[src/rtl/fp_accel_pkg.sv]
// Shared definitions for the fingerprint accelerator datapath.
package fp_accel_pkg;

  // Default fingerprint vector width and the number of bus words per vector.
  localparam int DEF_VECTOR_WIDTH = 920;
  localparam int WORDS_PER_VEC    = 2;

  // Word phase: waiting for the FULL word, or for the PAD word of a vector.
  typedef enum logic {
    EXP_FIRST  = 1'b0,
    EXP_SECOND = 1'b1
  } phase_e;

  // Width needed to hold a bit count from 0 up to vecWidth inclusive.
  function automatic int calcCntWidth(input int vecWidth);
    return $clog2(vecWidth + 1);
  endfunction

  localparam int CNT_WIDTH = calcCntWidth(DEF_VECTOR_WIDTH);

endpackage

[src/rtl/chunk_popcnt.sv]
// Combinational population count of one CHUNK_WIDTH-bit slice.
module chunk_popcnt #(
  parameter int CHUNK_WIDTH = 64
) (
  input  logic [CHUNK_WIDTH-1:0]           i_Data,
  output logic [$clog2(CHUNK_WIDTH+1)-1:0] o_Count
);

  localparam int POP_W = $clog2(CHUNK_WIDTH + 1);

  // Add up every bit of the slice.
  always_comb begin
    o_Count = '0;
    for (int i = 0; i < CHUNK_WIDTH; i++) begin
      o_Count = o_Count + POP_W'(i_Data[i]);
    end
  end

endmodule

[src/rtl/vec_bit_cnt.sv]
// Counts the 1 bits of two-word fingerprint vectors in a 3-stage pipeline:
// chunk popcounts, word sum, then per-vector accumulation and outputs.
module vec_bit_cnt
  import fp_accel_pkg::*;
#(
  parameter int BUS_WIDTH    = 512,
  parameter int VECTOR_WIDTH = 920,
  parameter int VEC_ID_WIDTH = 8,
  parameter int CHUNK_WIDTH  = 64
) (
  input  logic                                   clk,
  input  logic                                   rst,
  input  logic [BUS_WIDTH-1:0]                   i_Vector,
  input  logic [VEC_ID_WIDTH-1:0]                i_VecID,
  input  logic                                   i_Valid,
  output logic [calcCntWidth(VECTOR_WIDTH)-1:0]  o_Count,
  output logic [VEC_ID_WIDTH-1:0]                o_VecID,
  output logic                                   o_Valid,
  output logic                                   o_Error
);

  localparam int CNT_W      = calcCntWidth(VECTOR_WIDTH);
  localparam int NUM_CHUNKS = BUS_WIDTH / CHUNK_WIDTH;
  localparam int POP_W      = $clog2(CHUNK_WIDTH + 1);
  localparam int SUM_W      = $clog2(BUS_WIDTH + 1);

  // Input phase tracking
  phase_e                              r_Phase;
  logic [VEC_ID_WIDTH-1:0]             r_CurId;
  logic                                w_IsLast;
  logic                                w_IsAbort;

  // Stage 1: chunk popcounts
  logic [NUM_CHUNKS-1:0][POP_W-1:0]    w_ChunkPop;
  logic [NUM_CHUNKS-1:0][POP_W-1:0]    r_S1Pop;
  logic                                r_S1Valid;
  logic                                r_S1Last;
  logic                                r_S1Abort;
  logic [VEC_ID_WIDTH-1:0]             r_S1Id;

  // Stage 2: word sum
  logic [SUM_W-1:0]                    w_WordSum;
  logic [SUM_W-1:0]                    r_S2Sum;
  logic                                r_S2Valid;
  logic                                r_S2Last;
  logic                                r_S2Abort;
  logic [VEC_ID_WIDTH-1:0]             r_S2Id;

  // Stage 3: accumulator for the FULL word count
  logic [CNT_W-1:0]                    r_Acc;

  // Classify the incoming word: PAD of the open vector, or a restart with a new ID.
  always_comb begin
    w_IsLast  = (r_Phase == EXP_SECOND) && (i_VecID == r_CurId);
    w_IsAbort = (r_Phase == EXP_SECOND) && (i_VecID != r_CurId);
  end

  // Phase and open-vector ID; any word that is not a matching PAD starts a new vector.
  always_ff @(posedge clk) begin
    if (rst) begin
      r_Phase <= EXP_FIRST;
      r_CurId <= '0;
    end else if (i_Valid) begin
      if (w_IsLast) begin
        r_Phase <= EXP_FIRST;
      end else begin
        r_Phase <= EXP_SECOND;
        r_CurId <= i_VecID;
      end
    end
  end

  for (genvar g = 0; g < NUM_CHUNKS; g++) begin : g_chunk
    chunk_popcnt #(
      .CHUNK_WIDTH (CHUNK_WIDTH)
    ) u_chunkPopcnt (
      .i_Data  (i_Vector[g*CHUNK_WIDTH +: CHUNK_WIDTH]),
      .o_Count (w_ChunkPop[g])
    );
  end

  // Stage 1 register: chunk counts plus the word's tags.
  always_ff @(posedge clk) begin
    if (rst) begin
      r_S1Valid <= 1'b0;
    end else begin
      r_S1Valid <= i_Valid;
      r_S1Last  <= w_IsLast;
      r_S1Abort <= w_IsAbort;
      r_S1Id    <= i_VecID;
      r_S1Pop   <= w_ChunkPop;
    end
  end

  // Sum the chunk counts into one word count.
  always_comb begin
    w_WordSum = '0;
    for (int i = 0; i < NUM_CHUNKS; i++) begin
      w_WordSum = w_WordSum + SUM_W'(r_S1Pop[i]);
    end
  end

  // Stage 2 register: word count plus tags.
  always_ff @(posedge clk) begin
    if (rst) begin
      r_S2Valid <= 1'b0;
    end else begin
      r_S2Valid <= r_S1Valid;
      r_S2Last  <= r_S1Last;
      r_S2Abort <= r_S1Abort;
      r_S2Id    <= r_S1Id;
      r_S2Sum   <= w_WordSum;
    end
  end

  // Stage 3: hold the FULL word count, emit the total on the PAD word, flag restarts.
  always_ff @(posedge clk) begin
    if (rst) begin
      r_Acc   <= '0;
      o_Valid <= 1'b0;
      o_Error <= 1'b0;
      o_Count <= '0;
      o_VecID <= '0;
    end else begin
      o_Valid <= 1'b0;
      o_Error <= 1'b0;
      if (r_S2Valid) begin
        if (r_S2Last) begin
          o_Valid <= 1'b1;
          o_Count <= r_Acc + CNT_W'(r_S2Sum);
          o_VecID <= r_S2Id;
        end else begin
          r_Acc   <= CNT_W'(r_S2Sum);
          o_Error <= r_S2Abort;
        end
      end
    end
  end

endmodule

[config.mk]
export PLATFORM = sky130hd
export DESIGN_NAME = vec_bit_cnt
export DESIGN_NICKNAME = d
export VERILOG_FILES = /design/src/rtl/fp_accel_pkg.sv /design/src/rtl/chunk_popcnt.sv /design/src/rtl/vec_bit_cnt.sv
export SDC_FILE = /design/constraint.sdc
export NUM_CORES = 1
export LEC_CHECK = 0
export ABC_AREA = 1
export CORE_ASPECT_RATIO = 1.25
export CORE_MARGIN = 2
export CORE_UTILIZATION = 25
export DETAILED_ROUTE_END_ITERATION = 7
export MAX_ROUTING_LAYER = met4
export SYNTH_ARGS = -nofsm -noshare
export SYNTH_HDL_FRONTEND = slang
export SYNTH_SLANG_ARGS = --single-unit
[constraint.sdc]
create_clock -name clk -period 6.6 [get_ports clk]
set_clock_uncertainty 0.15 [all_clocks]
set_input_delay 1.32 -clock clk [delete_from_list [all_inputs] [get_ports clk]]
set_output_delay 1.32 -clock clk [all_outputs]
set_load 0.01 [all_outputs]
==> impl_metrics.csv, run 1 <==
group,metric,value,unit
critical_path,cp-start-kind,"primary input",
global_route,grt_pass1_wl,80.8,mm
yosys,synth_area,0.0198,mm^2
placed_design,place.gp.congestion,0.870,
run_status,violations,"negative setup slack",
yosys,synth-seq-cells,127,
clocking,cts_buffer_depth,2,
timing,fin_crit,6800,ps
yosys,ys_warn_count,0,
critical_path,worstPathMaxFanout,2,
routing,drtIter0Drc,256,
routing,drc,0,
floorplan,die_w,256,um
flow_run,maxCapViolCount,0,
critical_path,worstPathArrival,6910,ps
timing,fin_crit_sh,1.03,
critical_path,reg2reg_to,"r_S2Sum[8]",
critical_path,reg2reg_slack,2350,ps
critical_path,r2r-start,"r_S1Pop[23]",
critical_path,rr_worst_depth,13,
finish,post_route_cells_drive_above_1_share,0.185,
clocking,clock_latency,430,ps
routing,vias_per_cell,3.74,
hold_path,worstHoldPathCells,2,
routing,wl_per_cell,13.7,um
yosys,synth_seq_area_share,0.172,
timing,setup_viol,15,
routing,routed-via-count,13600,
floorplan,die_y,318,um
yosys,avgSynthCellArea,10.1,um^2
global_route,grt_max_degree,91,
timing,relSlewSlack,0.273,
placed_design,port_buffers,542,
critical_path,critPathKind,"in2reg",
critical_path,critPathMaxStageDelay,600,ps
timing,slew_viol_final,0,
clocking,cts-htree-levels,4,
finish,areaGrowthSynthToFinish,41.5,%
finish,utilization,0.356,
timing,fin_ws,-201,ps
finish,final_nets,3719,
timing,hold_viol,0,
finish,layout.cells.most_common_list,"inv_1, fa_1, clkdlybuf4s50_1",
global_route,grt_pass1_vias,15700,
routing,totalWireLength,50.0,mm
hold_path,hold_path_end,"r_S2Valid",
floorplan,initial_core_util,0.252,
yosys,netlist_instances,1964,
global_route,grt_use_total,0.132,
routing,first_pass_iters,4,
finish,final_common_cell,"inv_1",
timing,tightest_slew,1090,ps
routing,final_antenna_net_count,0,
critical_path,required,6710,ps
clocking,clk_pin_slew,70,ps
critical_path,cp-end-kind,"flip-flop",
clocking,cts_tree,"yes",
yosys,ys_types,27,
hold_path,hold_start,"r_S1Valid",
clocking,clock_sinks,127,
critical_path,cpMostUsedCell,"fa_1",
placed_design,dp_hpwl,46.3,mm
floorplan,core-area,0.0786,mm^2
finish,fill_cells,8097,
yosys,synth_edf_count,86,
yosys,dominantRegCellSynth,"edfxtp_1",
timing,rsz0062_at_grt,"yes",
hold_path,hp-class,"reg2reg",
yosys,async_flop_share,0,
global_route,antenna_found_initial,7,
critical_path,crit_slowest_cell,"fa_2",
yosys,syn_nets,3108,
global_route,grt_overflow_total,0,
floorplan,num_rows,115,
floorplan,dieArea,0.0814,mm^2
run_status,outcome,"complete, but fails checks",
critical_path,cp_cell_sequence,"dlygate4sd2_1 > inv_1 > fa_1 > inv_1 > fa_1 > inv_2 > fa_1 > fa_1 > fa_1 > fa_2 > fa_1 > fa_1 > fa_2 > fa_2 > o21ai_4 > a21oi_2 > o21bai_1",
clocking,clock-root-buffer,"clkbuf_16",
clocking,cts_inserted_buffers,17,
timing,fmax,147,MHz
floorplan,io-pin-count,543,
[flip-flops by register name, summed over array words and instances (netlist names)]
name,count
r_S1Id,8
o_Error,1
o_Count,10
r_S2Last,1
r_S2Valid,1
r_S2Id,8
r_S1Valid,1
r_S1Last,1
r_CurId,8
o_Valid,1
r_S2Sum,10
r_Acc,10
r_S1Pop,56
o_VecID,8
r_S1Abort,1
r_S2Abort,1
r_Phase,1
[worst max path at each step]
stage	slack (ps)	to	depth (start not counted)	from
after floorplan	-150	r_S1Pop[6]	17	i_Vector[1]
after global placement	-1040	r_S1Pop[13]	17	i_Vector[118]
after detailed placement	-1110	r_S1Pop[13]	17	i_Vector[118]
after CTS	-360	r_S1Pop[13]	17	i_Vector[120]
after global routing	-350	r_S1Pop[13]	17	i_Vector[118]
final	-200	r_S1Pop[13]	17	i_Vector[112]
[cell usage after synthesis (2+ instances only)]
master,number,area share
o21bai_1,9,0.0034
nor2_4,2,0.0011
a21oi_1,45,0.011
fa_1,474,0.48
a21oi_2,8,0.0035
nand2_1,108,0.020
nor2_1,68,0.013
nand3_1,28,0.0071
xor2_1,27,0.012
xnor2_1,14,0.0062
edfxtp_1,86,0.13
buf_2,3,0.00076
dfxtp_1,41,0.042
clkbuf_1,6,0.0011
o211ai_1,2,0.00076
nand4_1,2,0.00063
a21boi_0,2,0.00076
o21ai_0,37,0.0094
ha_1,147,0.093
inv_1,848,0.16
[stage by stage]
| step | hold slack, ps | setup TNS [ps] | instances | setup slack, ps | cell area [um^2] |
|---|---|---|---|---|---|
| global placement | 248 | -39150 | 3602 | -1040 | 27200 |
| finish | 258 | -1350 | 3648 | -201 | 28000 |
| floorplan | 238 | -1720 | 1964 | -150 | 20100 |
| detailed placement | 245 | -40790 | 3602 | -1110 | 27200 |
| global route | 267 | -5380 | 3648 | -347 | 28000 |
| CTS | 262 | -5170 | 3639 | -363 | 27700 |
[metal layers]
| layer | wire, um | up-vias | GRT usage |
|---|---|---|---|
| met4 | 867 | 0 | 0.0272 |
| met1 | 18800 | 6681 | 0.142 |
| met2 | 28600 | 264 | 0.252 |
| met3 | 1720 | 49 | 0.0218 |
| met5 | 0 | - | - |
| li1 | - | 6639 | - |
[repair_timing]
item	CTS	global route
pin swaps	259	240
setup endpoints to repair	50	46
hold buffers	0	0
buffers inserted	34	8
gates resized for setup	490	266
[kinds of logic (layout without fill, tap and decap cells)]
kind of cell    after synthesis  count (layout)  share of synthesized area
buf+inv                     861            1485                      0.164
fa+ha+maj                   621             621                      0.573
simple gates                210             210                     0.0435
flops                       127             127                      0.172
compound gates              104             104                     0.0295
xor+xnor                     41              41                     0.0182
other cells                   0               7                          0
[worst max-delay path: cells and delay by family]
kind / cells / cell delay, ps
compound gates: 3 / 410
buf+inv: 4 / 340
fa+ha+maj: 10 / 4840
[final cells by class]
class | count | area, um^2 | area share
clock inverter | 14 | 144 | 0.00514
timing repair buffer | 603 | 5550 | 0.198
sequential | 127 | 3400 | 0.122
clock buffer | 18 | 439 | 0.0157
multi-input combinational | 976 | 13900 | 0.498
antenna | 7 | 17.5 | 0.000626
tap | 1053 | 1320 | 0.0471
inverter | 850 | 3190 | 0.114
Power of run 1 is left out: the tool's default activity adds up to more than one toggle a clock period on the data nets, which glitch-free logic cannot reach.
==> inputs of run 2 (changes only) <==
--- a/config.mk
+++ b/config.mk
@@ -7,7 +7,6 @@
 export LEC_CHECK = 0
 export ABC_AREA = 1
 export CORE_ASPECT_RATIO = 1.25
-export CORE_MARGIN = 2
 export CORE_UTILIZATION = 25
 export DETAILED_ROUTE_END_ITERATION = 7
 export MAX_ROUTING_LAYER = met4
==> run 2 against run 1 <==
Net effect:
- the flow still finishes with violations (negative setup slack)
- global-route usage is essentially flat
- utilization increased by 0.20 points
- design area shrank 0.33%
- flip-flop and latch count did not move
- critical path depth decreased by 1
- worst hold slack got worse by 4.3 ps
- first-iteration DRC count decreased by 2.0%
- register-to-register slack got worse by 90 ps
- routed wire length shrank 0.63%
- maximum frequency down 0.15%
- sequential share of layout area about the same
- cell count decreased by 0.38%
==> impl_metrics.csv, run 2 (synthesis gave the netlist of run 1 again) <==
group,metric,value,unit
run_status,outcome,"complete, but fails checks",
run_status,violations,"negative setup slack",
timing,slew_viol_final,0,
critical_path,worstPathArrival,6930,ps
hold_path,hp-class,"reg2reg",
finish,largest_register,"r_S1Pop",
finish,final_common_cell,"inv_1",
routing,wl_per_cell,13.7,um
flow_run,maxCapViolCount,0,
timing,fmax,147,MHz
clocking,postCtsHoldBufs,0,
finish,register_area,0.00340,mm^2
routing,drc,0,
critical_path,critPathKind,"in2reg",
timing,fin_crit_sh,1.03,
finish,post_route_cells_drive_above_1_share,0.171,
finish,utilization,0.358,
finish,fill_cells,8019,
clocking,clock_sinks,127,
global_route,grt_pass1_wl,78.8,mm
finish,areaGrowthSynthToFinish,41.1,%
placed_design,port_buffers,542,
global_route,grt_overflow_total,0,
floorplan,die_w,254,um
routing,routed-via-count,13500,
global_route,grt_use_total,0.132,
floorplan,num_rows,114,
clocking,cts-htree-levels,4,
timing,hold_viol,0,
global_route,grt_max_degree,88,
routing,first_pass_iters,4,
critical_path,worstPathMaxFanout,2,
floorplan,core-area,0.0779,mm^2
timing,tightest_slew,1020,ps
timing,setup_viol,15,
timing,relSlewSlack,0.319,
timing,fin_ws,-212,ps
clocking,cts_tree,"yes",
placed_design,place.gp.congestion,0.840,
floorplan,io-pin-count,543,
clocking,clock-root-buffer,"clkbuf_16",
routing,totalWireLength,49.6,mm
critical_path,required,6720,ps
clocking,clk_pin_slew,60,ps
finish,largest_register_ffs,56,
finish,final_nets,3717,
critical_path,cp-end-kind,"flip-flop",
critical_path,cp-start-kind,"primary input",
global_route,grt_pass1_vias,15500,
global_route,antenna_found_initial,3,
timing,fin_crit,6810,ps
floorplan,die_y,316,um
routing,final_antenna_net_count,0,
clocking,cts_inserted_buffers,17,
timing,rsz0062_at_grt,"yes",
placed_design,dp_hpwl,45.8,mm
finish,layout.cells.most_common_list,"inv_1, fa_1, clkdlybuf4s50_1",
floorplan,dieArea,0.0802,mm^2
routing,drtIter0Drc,251,
routing,vias_per_cell,3.73,
clocking,clock_latency,430,ps
floorplan,initial_core_util,0.254,
clocking,cts_buffer_depth,2,
finish,multi_input_area,0.0138,mm^2
## run 2: cell count changes in the layout (fill, tap and decap cells not counted), sizes merged
cell | previous run | this run
clkinv | 4 | 5
clkdlybuf4s15 | 43 | 37
bufinv | 1 | 3
inv | 859 | 856
dlygate4sd2 | 113 | 125
buf | 103 | 94
diode | 7 | 4
dlymetal6s2s | 6 | 7
clkinvlp | 0 | 1
clkdlybuf4s50 | 295 | 294
## run 2: path summary, 6_finish.rpt
path / depth (start not counted) / start / to / slack (ps)
max: 16 / i_Vector[65] / r_S1Pop[13] / -210
min reg2reg: 2 / r_S1Valid / r_S2Valid / 250
max reg2reg: 13 / r_S1Pop[23] / r_S2Sum[8] / 2260
min: 2 / r_S1Valid / r_S2Valid / 250
## run 2: per-stage QoR
step / setup TNS (ps) / area (um^2) / hold WS, ps / setup WS (ps) / cells
2_1_floorplan: -1720 / 20100 / 238 / -150 / 1964
3_3_place_gp: -38200 / 27200 / 249 / -979 / 3595
3_5_place_dp: -40250 / 27200 / 246 / -1060 / 3595
4_1_cts: -5110 / 27700 / 255 / -414 / 3630
5_1_grt: -4740 / 27900 / 267 / -332 / 3633
6_report: -1180 / 27900 / 253 / -212 / 3634
## run 2: worst max-delay path, cell delays in order
cell and delay, ps:
buf_6 90, ha_4 250, inv_2 30, fa_1 510
fa_1 460, fa_1 580, fa_1 430, fa_1 490
fa_2 580, fa_1 440, fa_1 530, fa_2 420
fa_2 390, o21ai_4 180, a21oi_2 80, o21bai_1 150
## run 2: layout make-up
type | count | area share
well taps | 1044 | 0.0468
inverters | 850 | 0.115
diodes | 4 | 0.000359
flip-flops and latches | 127 | 0.122
repair buffers | 601 | 0.198
clock inverters | 15 | 0.00700
clock buffers | 17 | 0.0153
multi-input cells | 976 | 0.496
## run 2: timing repair
| action | CTS | global route |
|---|---|---|
| gates resized for setup | 448 | 253 |
| pin swaps | 206 | 239 |
| setup buffers | 8 | 4 |
| setup endpoints to repair | 50 | 47 |
## run 2: layer usage
metal / part of all wire / routed length [um] / vias to the layer above / global-route usage
met5: 0 / 0 / - / -
met4: 0.0050 / 250 / 0 / 0.0153
met3: 0.037 / 1860 / 15 / 0.0219
met2: 0.59 / 29100 / 253 / 0.258
met1: 0.37 / 18400 / 6648 / 0.141
li1: - / - / 6633 / -
Power of run 2 is left out for the same reason.
